## config.mk

```make
export PLATFORM = sky130hd
export DESIGN_NAME = reflet_inst_dump16_flat
export DESIGN_NICKNAME = d
export VERILOG_FILES = /design/src/rtl/reflet_inst_dump16_if.sv /design/src/rtl/reflet_inst_dump16.sv /design/src/flat_wrapper.sv
export SDC_FILE = /design/constraint.sdc
export NUM_CORES = 1
export LEC_CHECK = 0
export CELL_PAD_IN_SITES_DETAIL_PLACEMENT = 1
export CELL_PAD_IN_SITES_GLOBAL_PLACEMENT = 1
export CORE_UTILIZATION = 48
export CTS_BUF_LIST = sky130_fd_sc_hd__clkbuf_8
export DETAILED_ROUTE_END_ITERATION = 16
export DONT_BUFFER_PORTS = 1
export PLACE_DENSITY_LB_ADDON = 0.1
export SLEW_MARGIN = 20
export SYNTH_ARGS = -nofsm -noshare
export SYNTH_HDL_FRONTEND = slang
export SYNTH_SLANG_ARGS = --single-unit
export TNS_END_PERCENT = 5
```

## constraint.sdc

```tcl
create_clock -name clk -period 2.9 [get_ports clk]
set_input_delay 0.58 -clock clk [delete_from_list [all_inputs] [get_ports clk]]
set_output_delay 0.58 -clock clk [all_outputs]
set_load 0.05 [all_outputs]
```

## src/rtl/reflet_inst_dump16_if.sv

```systemverilog
// reflet_inst_dump16_if
//   Bundles the command, instruction-memory read port and byte-stream
//   transmit signals of the instruction-memory read-back engine.
//   Command:  inst_ready, start, base_addr, word_count -> busy, done, checksum
//   Memory:   mem_addr, mem_enable -> mem_data (one-cycle read latency)
//   Stream:   tx_data, tx_valid -> tx_ready
//   slave  : the read-back engine's view
//   master : the surrounding system's view (host, memory, transmit sink)
interface reflet_inst_dump16_if #(
  parameter int addr_size  = 15,
  parameter int count_size = 16
);
  logic                  inst_ready;
  logic                  start;
  logic [addr_size-1:0]  base_addr;
  logic [count_size-1:0] word_count;
  logic                  busy;
  logic                  done;
  logic [addr_size-1:0]  mem_addr;
  logic                  mem_enable;
  logic [15:0]           mem_data;
  logic [7:0]            tx_data;
  logic                  tx_valid;
  logic                  tx_ready;
  logic [7:0]            checksum;

  modport slave (
    input  inst_ready, start, base_addr, word_count, mem_data, tx_ready,
    output busy, done, mem_addr, mem_enable, tx_data, tx_valid, checksum
  );

  modport master (
    output inst_ready, start, base_addr, word_count, mem_data, tx_ready,
    input  busy, done, mem_addr, mem_enable, tx_data, tx_valid, checksum
  );
endinterface

```

## src/rtl/reflet_inst_dump16.sv

```systemverilog
// reflet_inst_dump16
//   Reads a block of 16-bit words from instruction memory and streams them
//   out as bytes (low byte first), followed by a one-byte two's-complement
//   checksum trailer so that every byte of the stream sums to 0 mod 256.
//   Ports:
//     clk    - clock
//     reset  - synchronous, active-low reset
//     bus    - reflet_inst_dump16_if.slave: command (start/base_addr/
//              word_count/inst_ready), status (busy/done/checksum),
//              memory read port (mem_addr/mem_enable/mem_data) and
//              byte stream (tx_data/tx_valid/tx_ready)
module reflet_inst_dump16 #(
  parameter int addr_size  = 15,
  parameter int count_size = 16
) (
  input  logic                 clk,
  input  logic                 reset,
  reflet_inst_dump16_if.slave  bus
);

  typedef enum logic [2:0] {
    IDLE     = 3'd0,
    FETCH    = 3'd1,
    CAPTURE  = 3'd2,
    SEND_LO  = 3'd3,
    SEND_HI  = 3'd4,
    SEND_SUM = 3'd5
  } state_t;

  localparam logic [addr_size-1:0]  ADDR_ONE  = {{(addr_size-1){1'b0}}, 1'b1};
  localparam logic [count_size-1:0] COUNT_ONE = {{(count_size-1){1'b0}}, 1'b1};

  state_t                state_reg, state_next;
  logic [addr_size-1:0]  cur_addr_reg;
  logic [count_size-1:0] remaining_reg;
  logic [15:0]           word_buf_reg;
  logic [7:0]            sum_reg;
  logic                  done_reg;

  logic start_ok;
  logic tx_fire;

  assign start_ok = bus.start && bus.inst_ready;
  // tx_valid is high in exactly the three SEND states, so a transfer is
  // simply tx_ready seen while in one of them.
  assign tx_fire  = bus.tx_ready &&
                    (state_reg == SEND_LO || state_reg == SEND_HI ||
                     state_reg == SEND_SUM);

  // State register
  always_ff @(posedge clk) begin
    if (!reset) state_reg <= IDLE;
    else        state_reg <= state_next;
  end

  // Next-state logic
  always_comb begin
    state_next = state_reg;
    case (state_reg)
      IDLE: begin
        if (start_ok)
          state_next = (bus.word_count == '0) ? SEND_SUM : FETCH;
      end
      FETCH:   state_next = CAPTURE;
      CAPTURE: state_next = SEND_LO;
      SEND_LO: if (tx_fire) state_next = SEND_HI;
      SEND_HI: begin
        // remaining was already decremented in CAPTURE
        if (tx_fire) state_next = (remaining_reg != '0) ? FETCH : SEND_SUM;
      end
      SEND_SUM: if (tx_fire) state_next = IDLE;
      default:  state_next = IDLE;
    endcase
  end

  // Datapath registers
  always_ff @(posedge clk) begin
    if (!reset) begin
      cur_addr_reg  <= '0;
      remaining_reg <= '0;
      word_buf_reg  <= '0;
      sum_reg       <= '0;
      done_reg      <= 1'b0;
    end else begin
      done_reg <= 1'b0;
      case (state_reg)
        IDLE: begin
          if (start_ok) begin
            cur_addr_reg  <= bus.base_addr;
            remaining_reg <= bus.word_count;
            sum_reg       <= '0;
          end
        end
        CAPTURE: begin
          word_buf_reg  <= bus.mem_data;
          // natural overflow gives the modulo-2^addr_size wrap
          cur_addr_reg  <= cur_addr_reg + ADDR_ONE;
          remaining_reg <= remaining_reg - COUNT_ONE;
        end
        SEND_LO:  if (tx_fire) sum_reg <= sum_reg + word_buf_reg[7:0];
        SEND_HI:  if (tx_fire) sum_reg <= sum_reg + word_buf_reg[15:8];
        SEND_SUM: if (tx_fire) done_reg <= 1'b1;
        default: ;
      endcase
    end
  end

  // Outputs, decoded from registered state only
  always_comb begin
    bus.mem_enable = 1'b0;
    bus.tx_valid   = 1'b0;
    bus.tx_data    = 8'h00;
    bus.busy       = (state_reg != IDLE);
    case (state_reg)
      FETCH:   bus.mem_enable = 1'b1;
      SEND_LO: begin
        bus.tx_valid = 1'b1;
        bus.tx_data  = word_buf_reg[7:0];
      end
      SEND_HI: begin
        bus.tx_valid = 1'b1;
        bus.tx_data  = word_buf_reg[15:8];
      end
      SEND_SUM: begin
        bus.tx_valid = 1'b1;
        bus.tx_data  = ~sum_reg + 8'd1;
      end
      default: ;
    endcase
  end

  assign bus.mem_addr = cur_addr_reg;
  assign bus.checksum = sum_reg;
  assign bus.done     = done_reg;

endmodule

```

## src/flat_wrapper.sv

```systemverilog
// flat-port wrapper written by rule: the top's interface ports become plain ports
module reflet_inst_dump16_flat 
#(
  parameter int addr_size  = 15,
  parameter int count_size = 16
)
  (clk, reset, bus_inst_ready, bus_start, bus_base_addr, bus_word_count, bus_mem_data, bus_tx_ready, bus_busy, bus_done, bus_mem_addr, bus_mem_enable, bus_tx_data, bus_tx_valid, bus_checksum);
  reflet_inst_dump16_if #(.addr_size(addr_size), .count_size(count_size)) bus_i ();
  input  logic clk;
  input  logic reset;
  input wire logic [$bits(bus_i.inst_ready)-1:0] bus_inst_ready;
  input wire logic [$bits(bus_i.start)-1:0] bus_start;
  input wire logic [$bits(bus_i.base_addr)-1:0] bus_base_addr;
  input wire logic [$bits(bus_i.word_count)-1:0] bus_word_count;
  input wire logic [$bits(bus_i.mem_data)-1:0] bus_mem_data;
  input wire logic [$bits(bus_i.tx_ready)-1:0] bus_tx_ready;
  output wire logic [$bits(bus_i.busy)-1:0] bus_busy;
  output wire logic [$bits(bus_i.done)-1:0] bus_done;
  output wire logic [$bits(bus_i.mem_addr)-1:0] bus_mem_addr;
  output wire logic [$bits(bus_i.mem_enable)-1:0] bus_mem_enable;
  output wire logic [$bits(bus_i.tx_data)-1:0] bus_tx_data;
  output wire logic [$bits(bus_i.tx_valid)-1:0] bus_tx_valid;
  output wire logic [$bits(bus_i.checksum)-1:0] bus_checksum;
  assign bus_i.inst_ready = bus_inst_ready;
  assign bus_i.start = bus_start;
  assign bus_i.base_addr = bus_base_addr;
  assign bus_i.word_count = bus_word_count;
  assign bus_i.mem_data = bus_mem_data;
  assign bus_i.tx_ready = bus_tx_ready;
  assign bus_busy = bus_i.busy;
  assign bus_done = bus_i.done;
  assign bus_mem_addr = bus_i.mem_addr;
  assign bus_mem_enable = bus_i.mem_enable;
  assign bus_tx_data = bus_i.tx_data;
  assign bus_tx_valid = bus_i.tx_valid;
  assign bus_checksum = bus_i.checksum;
  reflet_inst_dump16 #(.addr_size(addr_size), .count_size(count_size)) u_core (.clk(clk), .reset(reset), .bus(bus_i));
endmodule
```

==> run_results.csv <==
group,metric,value,unit
outcome,status,"finished, final reports clean",
global_routing,overflow,0,
clock_network,h-tree-depth,3,
clock_network,clock_path_buffers,2,
timing,rsz0062_at_grt,"no",
detailed_routing,vias,3672,
die,start_util,49.4,%
logic_synthesis,synth_seq_area_share,33.1,%
logic_synthesis,ys.flop_type,"dfxtp_1",
cells_and_area,seq_area,0.00118,sq mm
power_and_ir_drop,swShare,33.7,%
cells_and_area,fillerInstances,938,
timing,setup_viol,0,
clock_network,cts_made_buffers,9,
worst_setup_path,crit_chain,"or4_4 > nor4_1 > xnor2_1 > mux2i_1 > o21ai_1 > buf_4",
cells_and_area,final_common_cell,"nand2_1",
place,port_buffers,0,
logic_synthesis,yosys.area.top_type_share,33.1,%
cells_and_area,final_net_count,544,
global_routing,track_usage,30.7,%
logic_synthesis,ys_types,61,
detailed_routing,viasPerCell,6.29,
logic_synthesis,avgSynthCellArea,7.70,sq um
cells_and_area,areaGrowthSynthToFinish,13.3,%
die,dieArea,0.00778,sq mm
timing,clock_skew,0.0123,ns
power_and_ir_drop,pwr-share-comb,21.6,%
timing,fin_crit_sh,91.7,%
die,die_x,88.2,microns
logic_synthesis,yosys.area.top_type,"dfxtp_1",
clock_network,postCtsResizedCells,0,
worst_setup_path,endpoint_kind,"output pin",
global_routing,met1_usage,39.3,%
cells_and_area,multiInputGateArea,0.00221,sq mm
clock_network,insertion_delay,0.35,ns
detailed_routing,wire_per_inst,20.3,microns
detailed_routing,drc_errors,0,
place,gp_congestion,0.858,
worst_hold_path,hold_path.class,"in2reg",
global_routing,grt_pass1_vias,3579,
timing,period_needed,2.66,ns
die,die_h,88.2,microns
clock_network,cts_root_buf,"clkbuf_8",
clock_network,cts_setup_buffers,0,
timing,drv_slew,0,
worst_setup_path,cp_max_fo,3,
worst_setup_path,required,2.32,ns
timing,fmax,0.376,GHz
global_routing,grt_max_degree,47,
power_and_ir_drop,vdd_drop_max,0.261,mV
run,cap_viol_max_count,0,
logic_synthesis,async_reset_ff_share,0,%
clock_network,cts_sinks,59,
cells_and_area,diodes,0,
power_and_ir_drop,p_leak,1.50,nW
clock_network,cts_tree,"done",
worst_setup_path,worstSetupPathType,"reg2out",
timing,max_slew_margin,49.9,%
cells_and_area,layout_common_cells,"72 x nand2_1, 59 x dfxtp_1, 51 x a21oi_1",
timing,hold_violations,0,
place,dpl_worst_slack,0.437,ns
logic_synthesis,ys_top_cells_by_area,"dfxtp_1 33%, nand2_1 7.6%, a21oi_1 7.2%",
power_and_ir_drop,sequentialPowerShare,41.1,%
logic_synthesis,syn-num-nets,527,
detailed_routing,wl,11800,microns
die,core,0.00721,sq mm
power_and_ir_drop,power_frac_clock,37.3,%
place,dpl.hpwl,8310,microns
power_and_ir_drop,p_per_area,577,mW/mm^2
detailed_routing,ant_nets,0,
worst_setup_path,start_kind,"flip-flop",
logic_synthesis,ys.warnings.count,0,
power_and_ir_drop,intPower,1.55,mW
worst_setup_path,critPathTopFamily,"simple AND/OR/NAND/NOR gates",
global_routing,gr-usage-met2,51.5,%
die,num_io_pins,87,
global_routing,globalRoute.busiestLayer,"met2",
logic_synthesis,synth-seq-cells,59,
timing,worst_pin_slew,0.751,ns
global_routing,grt_util_met3,6.31,%
detailed_routing,firstDrtPassIters,4,
clock_network,clkTransAtPathRegs,0.08,ns
power_and_ir_drop,p_switching,0.786,mW
worst_setup_path,max_stage_delay,0.56,ns
global_routing,grt_pass1_wl,18000,microns
worst_setup_path,cp_slowest_cell,"or4_4",
clock_network,holdBufCountCts,0,
global_routing,antenna_found_initial,0,
detailed_routing,drtIter0Drc,172,
die,placementRows,31,
logic_synthesis,syn-cell-area,0.00357,sq mm
worst_setup_path,ff2ff_setup_slack,0.37,ns
timing,setup_ws,0.240,ns
cells_and_area,drive_gt1_share,14.8,%
worst_setup_path,cp_data_arrival_time,2.08,ns
timing,holdWs,0.350,ns
logic_synthesis,synthCells,463,
worst_setup_path,worst-path-buf-inv,1,
logic_synthesis,synth_edf_count,0,
==> worst paths after layout <==
| kind | from | endpoint | cells after the start |
|---|---|---|---|
| setup / recovery | u_core.bus.checksum[0]$_SDFFE_PN0P_ | bus_tx_data[7] | 6 |
| hold / removal | reset | u_core.bus.mem_addr[9]$_SDFFE_PN0P_ | 1 |
| setup reg to reg | u_core.state_reg[2]$_SDFFE_PN0P_ | u_core.bus.checksum[7]$_SDFFE_PN0P_ | 9 |
| hold reg to reg | u_core.word_buf_reg[8]$_SDFFE_PN0P_ | u_core.word_buf_reg[8]$_SDFFE_PN0P_ | 2 |
==> final cells by class <==
cell class	count	share of cell area [%]
clock inverters	6	2.20
inverters	9	0.836
well taps	99	3.07
multi-input cells	366	54.8
flip-flops and latches	59	29.2
repair buffers	35	6.50
clock buffers	10	3.41
==> metal layers <==
layer	part of all wire (%)	routed length, microns
met1	43	5110
met2	47	5630
met3	7.7	916
met4	1.7	196
met5	0	0
==> power by group through the flow <==
| stage | clock network (mW) | registers, mW | logic [mW] |
|---|---|---|---|
| final | 0.870 | 0.957 | 0.505 |
| after global routing | 0.911 | 0.963 | 0.548 |
| after CTS | 0.874 | 0.955 | 0.502 |
| after detailed placement | 0 | 0.973 | 0.500 |
| after global placement | 0 | 0.970 | 0.481 |
| after floorplan | 0 | 0.996 | 0.349 |
==> cell usage after synthesis, types with 3 or more instances <==
| master | count |
|---|---|
| a222oi_1 | 3 |
| o211ai_1 | 5 |
| a31oi_1 | 8 |
| mux2i_1 | 8 |
| a21oi_1 | 51 |
| nand2b_1 | 4 |
| ha_1 | 11 |
| o21a_1 | 6 |
| xor2_1 | 5 |
| o21ai_0 | 34 |
| dfxtp_1 | 59 |
| buf_2 | 10 |
| inv_1 | 9 |
| and4_1 | 4 |
| or3_1 | 7 |
| nand4_1 | 6 |
| xnor2_1 | 5 |
| o221a_2 | 3 |
| a211oi_1 | 3 |
| nand2_1 | 72 |
| clkbuf_1 | 15 |
| nand3_1 | 15 |
| mux2_2 | 7 |
| a22oi_1 | 7 |
| nor3_1 | 12 |
| nor4_1 | 9 |
| nor2_1 | 38 |
| and3_1 | 3 |
==> logic make-up after synthesis <==
| family | share of synthesized area [%] |
|---|---|
| AOI/OAI and AO/OA | 24.4 |
| xor gates and xnor gates | 2.46 |
| muxes | 4.45 |
| and+or+nand+nor | 26.2 |
| DFF | 33.1 |
| adders and majority gates | 4.42 |
| buffers and inverters | 4.98 |
==> metrics by stage <==
stage / util (%) / cells / power [mW] / setup TNS [ns] / instance area, sq um
after floorplan: - / 463 / 1.35 / -0.635 / 3570
after global placement: 52.9 / 568 / 1.45 / 0 / 3810
after detailed placement: 52.9 / 568 / 1.47 / 0 / 3810
after CTS: 56.0 / 584 / 2.33 / 0 / 4040
after global routing: 56.0 / 584 / 2.42 / 0 / 4040
final: 56.0 / 584 / 2.33 / 0 / 4040
Note: power is estimated with default switching activity, not from simulation.
